File: src/rtl/dca_mask_scan_scheduler.sv
// Mask-driven multi-tap command scheduler: walks set rows of row_mask and,
// per row, every (position, tap) pair, issuing a valid/ready command for each
// candidate whose source column p-t is set in col_mask.
// Ports: clk/rstnn, enable/start/abort control, row_mask/col_mask, busy,
//   cmd_valid/cmd_ready with cmd_row/pos/src/tap/row_first, row_end,
//   done/aborted.
module dca_mask_scan_scheduler #(
   parameter int ROW_WIDTH       = 8,
   parameter int COL_WIDTH       = 8,
   parameter int NUM_TAP         = 2,
   parameter int ROW_INDEX_WIDTH = 3,
   parameter int POS_INDEX_WIDTH = 4,
   parameter int TAP_INDEX_WIDTH = 1
) (
   input  logic                       clk,
   input  logic                       rstnn,
   input  logic                       enable,
   input  logic                       start,
   input  logic                       abort,
   input  logic [ROW_WIDTH-1:0]       row_mask,
   input  logic [COL_WIDTH-1:0]       col_mask,
   output logic                       busy,
   output logic                       cmd_valid,
   input  logic                       cmd_ready,
   output logic [ROW_INDEX_WIDTH-1:0] cmd_row,
   output logic [POS_INDEX_WIDTH-1:0] cmd_pos,
   output logic [POS_INDEX_WIDTH-1:0] cmd_src,
   output logic [TAP_INDEX_WIDTH-1:0] cmd_tap,
   output logic                       cmd_row_first,
   output logic                       row_end,
   output logic                       done,
   output logic                       aborted
);

   localparam int POS_NUM = COL_WIDTH + NUM_TAP - 1;
   localparam int RIW = ROW_INDEX_WIDTH;
   localparam int PIW = POS_INDEX_WIDTH;
   localparam int TIW = TAP_INDEX_WIDTH;

   typedef enum logic [1:0] {
      IDLE,
      SCAN,
      FINISH
   } state_t;

   state_t state, state_d;

   logic [ROW_WIDTH-1:0] rows;
   logic [COL_WIDTH-1:0] cols;
   logic [RIW-1:0] r, r_d;
   logic [PIW-1:0] p, p_d;
   logic [TIW-1:0] t, t_d;
   logic first, first_d;
   logic ab, ab_d;

   logic accept;
   logic [PIW-1:0] src;
   logic row_set;
   logic in_range;
   logic qual;
   logic adv;
   logic last_t;
   logic last_cand;
   logic last_row;

   assign accept = (state == IDLE) && start && enable;

   // Shift-and-mask selects keep index widths independent of mask widths.
   assign row_set = |(rows & (ROW_WIDTH'(1) << r));
   assign src = p - PIW'(t);
   // The extra bit lets COL_WIDTH be compared even when it does not fit PIW.
   assign in_range = (p >= PIW'(t))
                  && ({1'b0, src} < (PIW + 1)'(COL_WIDTH));
   assign qual = (state == SCAN) && row_set && in_range
              && |(cols & (COL_WIDTH'(1) << src));

   // Issuing candidates wait only for the handshake; others need enable.
   assign adv = qual ? cmd_ready : enable;
   assign last_t = (t == TIW'(NUM_TAP - 1));
   assign last_cand = (p == PIW'(POS_NUM - 1)) && last_t;
   assign last_row = (r == RIW'(ROW_WIDTH - 1));

   always_ff @(posedge clk or negedge rstnn) begin
      if (!rstnn) begin
         state <= IDLE;
         rows  <= '0;
         cols  <= '0;
         r     <= '0;
         p     <= '0;
         t     <= '0;
         first <= 1'b0;
         ab    <= 1'b0;
      end else begin
         state <= state_d;
         r     <= r_d;
         p     <= p_d;
         t     <= t_d;
         first <= first_d;
         ab    <= ab_d;
         if (accept) begin
            rows <= row_mask;
            cols <= col_mask;
         end
      end
   end

   always_comb begin
      state_d = state;
      r_d     = r;
      p_d     = p;
      t_d     = t;
      first_d = first;
      ab_d    = ab;
      row_end = 1'b0;
      unique case (state)
         IDLE: begin
            if (accept) begin
               r_d     = '0;
               p_d     = '0;
               t_d     = '0;
               first_d = 1'b1;
               ab_d    = 1'b0;
               if ((row_mask == '0) || (col_mask == '0)) begin
                  state_d = FINISH;
               end else begin
                  state_d = SCAN;
               end
            end
         end
         SCAN: begin
            if (abort) begin
               // A same-cycle handshake has already transferred downstream.
               state_d = FINISH;
               ab_d    = 1'b1;
               first_d = 1'b0;
               r_d     = '0;
               p_d     = '0;
               t_d     = '0;
            end else if (adv) begin
               if (qual) begin
                  first_d = 1'b0;
               end
               if (!row_set || last_cand) begin
                  row_end = row_set;
                  p_d     = '0;
                  t_d     = '0;
                  if (last_row) begin
                     state_d = FINISH;
                     r_d     = '0;
                     first_d = 1'b0;
                  end else begin
                     r_d     = r + RIW'(1);
                     first_d = 1'b1;
                  end
               end else if (last_t) begin
                  t_d = '0;
                  p_d = p + PIW'(1);
               end else begin
                  t_d = t + TIW'(1);
               end
            end
         end
         FINISH: begin
            state_d = IDLE;
            ab_d    = 1'b0;
            first_d = 1'b0;
         end
         default: begin
            state_d = IDLE;
         end
      endcase
   end

   assign busy          = (state != IDLE);
   assign done          = (state == FINISH);
   assign aborted       = done && ab;
   assign cmd_valid     = qual;
   assign cmd_row       = qual ? r : '0;
   assign cmd_pos       = qual ? p : '0;
   assign cmd_src       = qual ? src : '0;
   assign cmd_tap       = qual ? t : '0;
   assign cmd_row_first = qual && first;

endmodule

File: config.mk
export PLATFORM = sky130hd
export DESIGN_NAME = dca_mask_scan_scheduler
export DESIGN_NICKNAME = d
export VERILOG_FILES = /design/src/rtl/dca_mask_scan_scheduler.sv
export SDC_FILE = /design/constraint.sdc
export NUM_CORES = 1
export LEC_CHECK = 0
export BUFFER_PORTS_ARGS = -buffer_cell sky130_fd_sc_hd__buf_2
export CAP_MARGIN = 20
export CORE_MARGIN = 5
export CORE_UTILIZATION = 50
export CTS_BUF_LIST = sky130_fd_sc_hd__clkbuf_4 sky130_fd_sc_hd__clkbuf_8
export DETAILED_ROUTE_END_ITERATION = 12
export PLACE_DENSITY_LB_ADDON = 0.2
export SETUP_SLACK_MARGIN = 0.5
export SYNTH_ARGS = -nofsm -noshare
export SYNTH_HDL_FRONTEND = slang
export SYNTH_SLANG_ARGS = --single-unit
export TNS_END_PERCENT = 100
File: constraint.sdc
create_clock -name clk -period 3.6 [get_ports clk]
set_clock_uncertainty 0.1 [all_clocks]
set_input_delay 0.18 -clock clk [delete_from_list [all_inputs] [get_ports clk]]
set_output_delay 0.18 -clock clk [all_outputs]
set_load 0.01 [all_outputs]
---- After elaboration in Yosys (flattened, before gate mapping) ----
Cells that the tools add are included.
cells by class
  $add $sub $neg .......................... 4
  equality and inequality tests ........... 11
  order comparisons ....................... 2
  bitwise logic cells ..................... 2
  reductions and logical operators ........ 26
  mux-type cells .......................... 43
  shifts and indexed selects .............. 2
operators with widths
  kind                                                                     number
  4-bit 2-to-1 mux                                                         7
  1-bit 2-to-1 mux                                                         18
  3-bit 2-to-1 mux                                                         6
  8-bit bitwise AND                                                        2
  8-bit zero test                                                          2
  4-bit AND reduction                                                      4
  8-bit OR reduction                                                       2
  2-bit 2-to-1 mux                                                         6
  1-bit logical AND                                                        9
  4-bit by 3-bit inequality test with 1-bit output, second input constant  2
  4-bit one-hot mux with 2 select lines                                    1
  1-bit by 3-bit << shifter with 8-bit output, first input constant        1
  1-bit by 4-bit << shifter with 8-bit output, first input constant        1
  3-bit inequality test, second input constant                             2
  1-bit one-hot mux with 3 select lines                                    2
  3-bit one-hot mux with 2 select lines                                    1
  3-bit AND reduction                                                      2
  4-bit by 1-bit adder with 4-bit output, second input constant            1
  4-bit equality test, second input constant                               1
  4-bit by 1-bit greater-or-equal comparator with 1-bit output             1
  4-bit less-than comparator, second input constant                        1
  2-bit inequality test, second input constant                             2
  2-bit one-hot mux with 2 select lines                                    1
  2-bit nonzero test                                                       2
  other kinds (12)                                                         13
word-level totals
  register bits after elaboration ......... 28
  output and inout bits ................... 18
  input port bits ......................... 22
  word-level logic and storage cells ...... 98

---- Longest topological paths before layout ----
Gate-level depths: netlist (run 1).
  depth in word-level cells ............... 11
  depth in mapped cells ................... 9
  depth with buffers taken out ............ 8

---- Least setup slack after synthesis (run 1) ----
OpenSTA, ideal clock, no wires.
  kind .................................... flip-flop to output port
  start ................................... reg p[0]
  end ..................................... out row_end
  arrival time ............................ 2.531 ns
  required time ........................... 3.320 ns
  stages on the path, launching flop included .. 8
  setup slack ............................. 0.789 ns
  path through ............................ dfrtp_1 inv_1 ha_1 xor2_2 mux4_1 mux2i_1 o21ai_2 a2111oi_0
on the way
  cells in the longest elaborated chain, start to end .. 9
  elaborated cells between the ends (all ways) .. 17
ends and longest elaborated chain
  item                                                                                       line    text
  from (decl)                                                                                51      logic [PIW-1:0] p, p_d;
  from (signal assigned)                                                                     96      p <= p_d;
  4-bit by 1-bit subtractor with 4-bit output                                                70      assign src = p - PIW'(t);
  4-bit less-than comparator or 1-bit by 4-bit << shifter with 8-bit output (tied branches)  73, 75
  1-bit logical AND or 8-bit bitwise AND (tied branches)                                     73, 75
  1-bit logical AND or 8-bit OR reduction (tied branches)                                    74, 75
  1-bit logical AND                                                                          75      && |(cols & (COL_WIDTH'(1) << src));
  1-bit 2-to-1 mux                                                                           78      assign adv = qual ? cmd_ready : enable;
  1-bit 2-to-1 mux *                                                                         139     end else if (adv) begin
  1-bit 2-to-1 mux *                                                                         131     if (abort) begin
  1-bit 2-to-1 mux *                                                                         115     unique case (state)
  to (decl)                                                                                  30      output logic row_end,
Mark *: on every way between the ends. The rest lies on a longest branch, timed or not.

---- Final worst setup path (run 1) ----
Ends and elaborated chain as after synthesis.

==> impl_metrics.py, run 1 <==
metrics = {
    "die": {
        "die_x_um": 70.7,
        "coreArea_um2": 3610,
        "die-area_um2": 5000,
        "io_pins": 40,
        "die_h_um": 70.7,
        "num_rows": 22,
        "start_util_pct": 51.1,
    },
    "logic_synthesis": {
        "synth_edf_count": 0,
        "avgSynthCellArea_um2": 10.0,
        "ys.flop_type": "dfrtp_1",
        "syn-cell-area_um2": 1840,
        "yosysUniqueCellTypes": 51,
        "ys_ff_latch": 28,
        "syn-num-nets": 216,
        "synth_cells": 184,
        "yosysWarnings": 0,
        "async_flop_share_pct": 100,
        "ys_seq_area_share_pct": 38.0,
    },
    "clocking": {
        "tritoncts": "built",
        "cts.clk_slew.worst_paths_ps": 110,
        "clk_latency_ps": 280,
        "cts_root_buf": "clkbuf_8",
        "htreeDepth": 1,
        "clk_path_buf_depth": 2,
        "numCtsBuffers": 3,
        "clock_sinks": 28,
    },
    "placement": {
        "dp_hpwl_mm": 3.50,
        "portBuffers": 38,
        "place_congestion": 0.847,
        "dpl_cell_area_um2": 2100,
    },
    "finish": {
        "syn2layout_area_growth_pct": 20.7,
        "nNetsFinal": 257,
        "fin_area_um2": 2230,
        "num_antenna_cells": 0,
        "post-route-util_pct": 61.7,
        "regArea_um2": 702,
        "fillCellCount": 302,
        "layout_common_cells": "buf_2, dfrtp_1, mux2_2, nand2_1, nor3_1",
        "final_common_cell": "buf_2",
        "multi_input_area_um2": 1120,
        "drive_gt1_share_pct": 36.6,
    },
    "detailed_routing": {
        "drt_pass1_iterations": 4,
        "detail_route.wl_per_cell_um": 17.3,
        "vias_per_cell": 5.89,
        "routed_wl_mm": 4.72,
        "routed-via-count": 1602,
        "dr.first_iter.drc_count": 161,
        "antenna_left": 0,
        "drc": 0,
    },
    "power": {
        "irDropWorstVdd_mv": 0.367,
        "swShare_pct": 42.6,
        "p_comb_share_pct": 51.7,
        "leakage_nw": 0.984,
        "power.total_w": 0.00166,
        "power_density_nw_per_um2": 744,
        "p_int_w": 0.000950,
        "power.net_switching_w": 0.000706,
        "seq_power_share_pct": 33.1,
        "clkPwrFrac_pct": 15.3,
    },
    "sta": {
        "post-route-min-period_ps": 2940,
        "finalHoldViolCount": 0,
        "fmax_mhz": 340,
        "rsz0062_at_grt": "no",
        "fin_hold_ws_ps": 32.9,
        "finalSetupViolations": 0,
        "period_share_pct": 81.8,
        "setup_tns_ps": 0,
        "maxSlewHeadroom_pct": 50.6,
        "slew_violations": 0,
        "worstMarginPinSlew_ps": 736,
    },
    "worst_setup_path": {
        "end_kind": "output port",
        "required_ps": 3320,
        "arrival_ps": 2660,
        "crit_path_start_kind": "flip-flop",
        "critPathMaxFanout": 7,
        "path_class": "flip-flop to output port",
    },
    "global_route": {
        "antenna_found_initial": 0,
        "grt_first_pass_wirelength_mm": 7.91,
        "grt_pass1_vias": 1633,
        "overflow": 0,
        "grtUsageTotal_pct": 19.4,
        "grt_max_degree": 29,
    },
    "run_status": {
        "status": "finished, final reports clean",
    },
    "worst_hold_path": {
        "hp-class": "input pin to flip-flop",
    },
    "run": {
        "maxCapViolCount": 0,
    },
}
## cells by family after synthesis
group / count (synthesis) / synth area share, %
DFF: 28 / 38.0
AOI/OAI and AO/OA: 43 / 16.8
adders and majority gates: 10 / 6.78
buffers and inverters: 18 / 4.07
other: 1 / 0.203
xor gates and xnor gates: 3 / 1.83
muxes: 20 / 13.8
and+or+nand+nor: 61 / 18.5
## path summary, 6_finish.rpt
kind	startpoint	endpoint	slack, ps	depth (start not counted)
worst min register to register	cols[5]$_DFFE_PN0P_	cols[5]$_DFFE_PN0P_	420	1
worst max register to register	p[0]$_DFFE_PN0P_	r[1]$_DFFE_PN0P_	800	8
max in group asynchronous	rstnn	last_t$_DFFE_PN0P_	2590	2
min in group asynchronous	rstnn	ab$_DFFE_PN0P_	340	2
worst max-delay path	p[0]$_DFFE_PN0P_	row_end	660	8
worst min-delay path	row_mask[0]	rows[0]$_DFFE_PN0P_	30	2
## power by group through the flow
stage	Clock [W]	Combinational, W	Sequential (W)
6_report	0.000253	0.000855	0.000547
5_1_grt	0.000270	0.000932	0.000565
4_1_cts	0.000254	0.000811	0.000546
3_5_place_dp	0	0.000783	0.000550
3_3_place_gp	0	0.000751	0.000539
2_1_floorplan	0	0.000594	0.000506
## worst max-delay path: stages (launching register included)
cell	delay, ps
dfrtp_1	420
inv_2	110
ha_1	200
xor2_2	250
mux4_2	590
mux2i_4	220
o21ai_4	120
a2111oi_2	290
buf_2	190
## Yosys cell counts, drive strengths merged, types with 5 or more instances
cell	n	share of area [%]
a21oi	8	2.2
and3	6	2.3
clkbuf	5	1.0
dfrtp	28	38
ha	10	6.8
inv	11	2.2
mux2	17	11
nand2	14	2.8
nor2	9	1.8
nor3	12	3.9
o21ai	10	2.9
## layout make-up
| class | count | share of cell area [%] |
|---|---|---|
| Multi-Input combinational cell | 138 | 50.4 |
| Sequential cell | 28 | 31.5 |
| Timing Repair Buffer | 43 | 10.3 |
| Tap cell | 48 | 2.70 |
| Clock buffer | 3 | 1.85 |
| Inverter | 11 | 1.85 |
| Clock inverter | 1 | 1.35 |
## what timing repair did
item                       in CTS  in global routing
gates resized for setup         4                  6
hold endpoints to repair       28                  0
buffers inserted                0                  1
setup endpoints to repair       1                  1
hold buffers                    1                  0
## metal layers
metal	part of all wire (%)	up-vias	track usage [%]
met5	0	-	0
met4	1.1	0	4.38
met3	5.6	7	3.84
met2	50	61	33.7
met1	43	775	25.1
li1	-	759	-
## state kept, by name, summed over array words and instances, names as in the netlist
register  flops
cols          8
rows          8
p             4
r             3
state         2
ab            1
first         1
last_t        1
## through the flow
step           std cells  setup slack (ps)
2_1_floorplan        184               789
3_3_place_gp         266               798
3_5_place_dp         266               718
4_1_cts              271               507
5_1_grt              272               511
6_report             272               657
Power figures use the tool's default switching activity.
==> run 2: changes to the inputs <==
- clock period: 3.6 -> 3.1 ns (I/O delays scaled with it)
==> run 2 against run 1 <==
Against the previous run:
- largest power group unchanged
- core utilization up 3.7 points
- routed wire length up 5.4%
- clock power up 16%
==> impl_metrics.py, run 2 (same netlist as run 1, synthesis figures left out) <==
metrics = {
    "run_status": {
        "status": "finished, final reports clean",
    },
    "worst_setup_path": {
        "arrival_ps": 2520,
        "path_class": "flip-flop to output port",
        "ff2ff_path_depth": 9,
        "cp_slowest_cell": "dfrtp_1",
        "cpLargestDelayFamily": "compound AO/OA/AOI/OAI gates",
        "r2r_end": "p[1]$_DFFE_PN0P_",
        "critPathMaxFanout": 9,
        "end_kind": "output port",
        "worst-path-buf-inv": 2,
        "rrSetupSlack_ps": 420,
        "crit_path_max_incr_delay_ps": 410,
        "required_ps": 2840,
        "crit_chain": "inv_2 > ha_1 > nor3b_1 > xnor2_1 > o211a_4 > nand3_4 > a2111oi_4 > buf_2",
        "crit_path_start_kind": "flip-flop",
        "crit_start": "p[0]$_DFFE_PN0P_",
        "reg2reg_from": "p[0]$_DFFE_PN0P_",
    },
    "power": {
        "irDropWorstVdd_mv": 0.485,
        "power_density_nw_per_um2": 868,
        "leakage_nw": 1.02,
    },
    "placement": {
        "dp.cells": 266,
        "portBuffers": 38,
        "place_congestion": 0.882,
        "dp_hpwl_mm": 3.46,
        "pre_cts_ws_ps": 338,
    },
    "finish": {
        "syn2layout_area_growth_pct": 28.0,
        "nNetsFinal": 263,
        "multi_input_area_um2": 1190,
        "layout_common_cells": "buf_2, dfrtp_1, mux2_2, nand2_1",
        "drive_gt1_share_pct": 41.3,
        "final_common_cell": "buf_2",
        "layout.cells.non_filler": 278,
        "post-route-util_pct": 65.4,
        "num_antenna_cells": 0,
        "regArea_um2": 702,
        "reg_top3": "cols x8, rows x8, p x4",
        "fillCellCount": 306,
    },
    "clocking": {
        "clk_path_buf_depth": 2,
        "numCtsBuffers": 3,
        "cts.clk_slew.worst_paths_ps": 100,
        "htreeDepth": 1,
        "tritoncts": "built",
        "cts_root_buf": "clkbuf_8",
        "clk_latency_ps": 280,
        "clock_sinks": 28,
    },
    "worst_hold_path": {
        "hp-class": "input pin to flip-flop",
        "hold_end": "rows[6]$_DFFE_PN0P_",
        "min_path_cells": 2,
        "min_from": "row_mask[6]",
    },
    "detailed_routing": {
        "dr.first_iter.drc_count": 120,
        "routed-via-count": 1656,
        "detail_route.wl_per_cell_um": 17.9,
        "antenna_left": 0,
        "routed_wl_mm": 4.97,
        "drt_pass1_iterations": 4,
        "vias_per_cell": 5.96,
        "drc": 0,
    },
    "sta": {
        "finalSetupViolations": 0,
        "period_share_pct": 89.5,
        "finalHoldViolCount": 0,
        "worstMarginPinSlew_ps": 668,
        "finalWorstSetupSlack_ps": 326,
        "setup_tns_ps": 0,
        "slew_violations": 0,
        "fmax_mhz": 360,
        "rsz0062_at_grt": "yes",
        "maxSlewHeadroom_pct": 55.5,
        "post-route-min-period_ps": 2770,
    },
    "global_route": {
        "grt_pass1_vias": 1774,
        "antenna_found_initial": 0,
        "grt_first_pass_wirelength_mm": 8.29,
        "grtUsageTotal_pct": 20.3,
        "grt_max_degree": 29,
        "overflow": 0,
    },
    "die": {
        "start_util_pct": 51.1,
        "io_pins": 40,
        "die_x_um": 70.7,
        "die_h_um": 70.7,
        "num_rows": 22,
        "coreArea_um2": 3610,
        "die-area_um2": 5000,
    },
    "run": {
        "maxCapViolCount": 0,
    },
}
-- run 2: cell count changes in the layout (fill, tap and decap cells not counted), moves of 2 or more --
| cell | before | now |
|---|---|---|
| buf_2 | 38 | 36 |
| and3_4 | 1 | 3 |
| buf_4 | 4 | 9 |
| and3_1 | 5 | 3 |
| buf_6 | 0 | 3 |
-- run 2: how the worst max path moves through the flow --
stage | end | slack (ps) | cells past startpoint
floorplan | state[0]$_DFFE_PN0P_ | 520 | 8
global placement | last_t$_DFFE_PN0P_ | 390 | 8
detailed placement | last_t$_DFFE_PN0P_ | 340 | 8
CTS | row_end | 390 | 8
global route | row_end | 160 | 8
finish | row_end | 330 | 8
-- run 2: per-stage QoR --
stage / area [µm²] / hold slack (ps) / total power (W)
after CTS: 2300 / 9.78 / 0.00198
after global placement: 2100 / 98.8 / 0.00151
after floorplan: 1850 / -241 / 0.00128
after global routing: 2360 / 7.09 / 0.00218
final: 2360 / 11.1 / 0.00205
after detailed placement: 2100 / 120 / 0.00155
-- run 2: area by class of cell --
cell class | count | share of cell area, %
multi-input cells | 138 | 50.6
flip-flops and latches | 28 | 29.7
repair buffers | 49 | 12.4
well taps | 48 | 2.55
clock buffers | 3 | 1.75
inverters | 11 | 1.75
clock inverters | 1 | 1.27
-- run 2: power by group --
part | internal, W | switching [W] | leakage (nW)
combinational | 0.000492 | 0.000622 | 0.636
sequential | 0.000513 | 0.000126 | 0.347
clock | 0.000173 | 0.000121 | 0.0357
total | 0.00118 | 0.000869 | 1.02
-- run 2: repair_timing --
action / 4_1_cts / 5_1_grt
gates resized for setup: 14 / 7
setup buffers: 5 / 2
endpoints found under the setup margin: 25 / 25
hold endpoints to repair: 28 / 0
hold buffers: 1 / 0
pin swaps: 8 / 5
-- run 2: routing by layer --
metal	wire [µm]	track usage, %	vias to the layer above	share of wire (%)
met2	2460	33.6	67	50
met4	135	9.19	0	2.7
met1	2060	25.3	792	42
met3	305	4.26	19	6.1
li1	-	-	778	-
met5	0	0	-	0
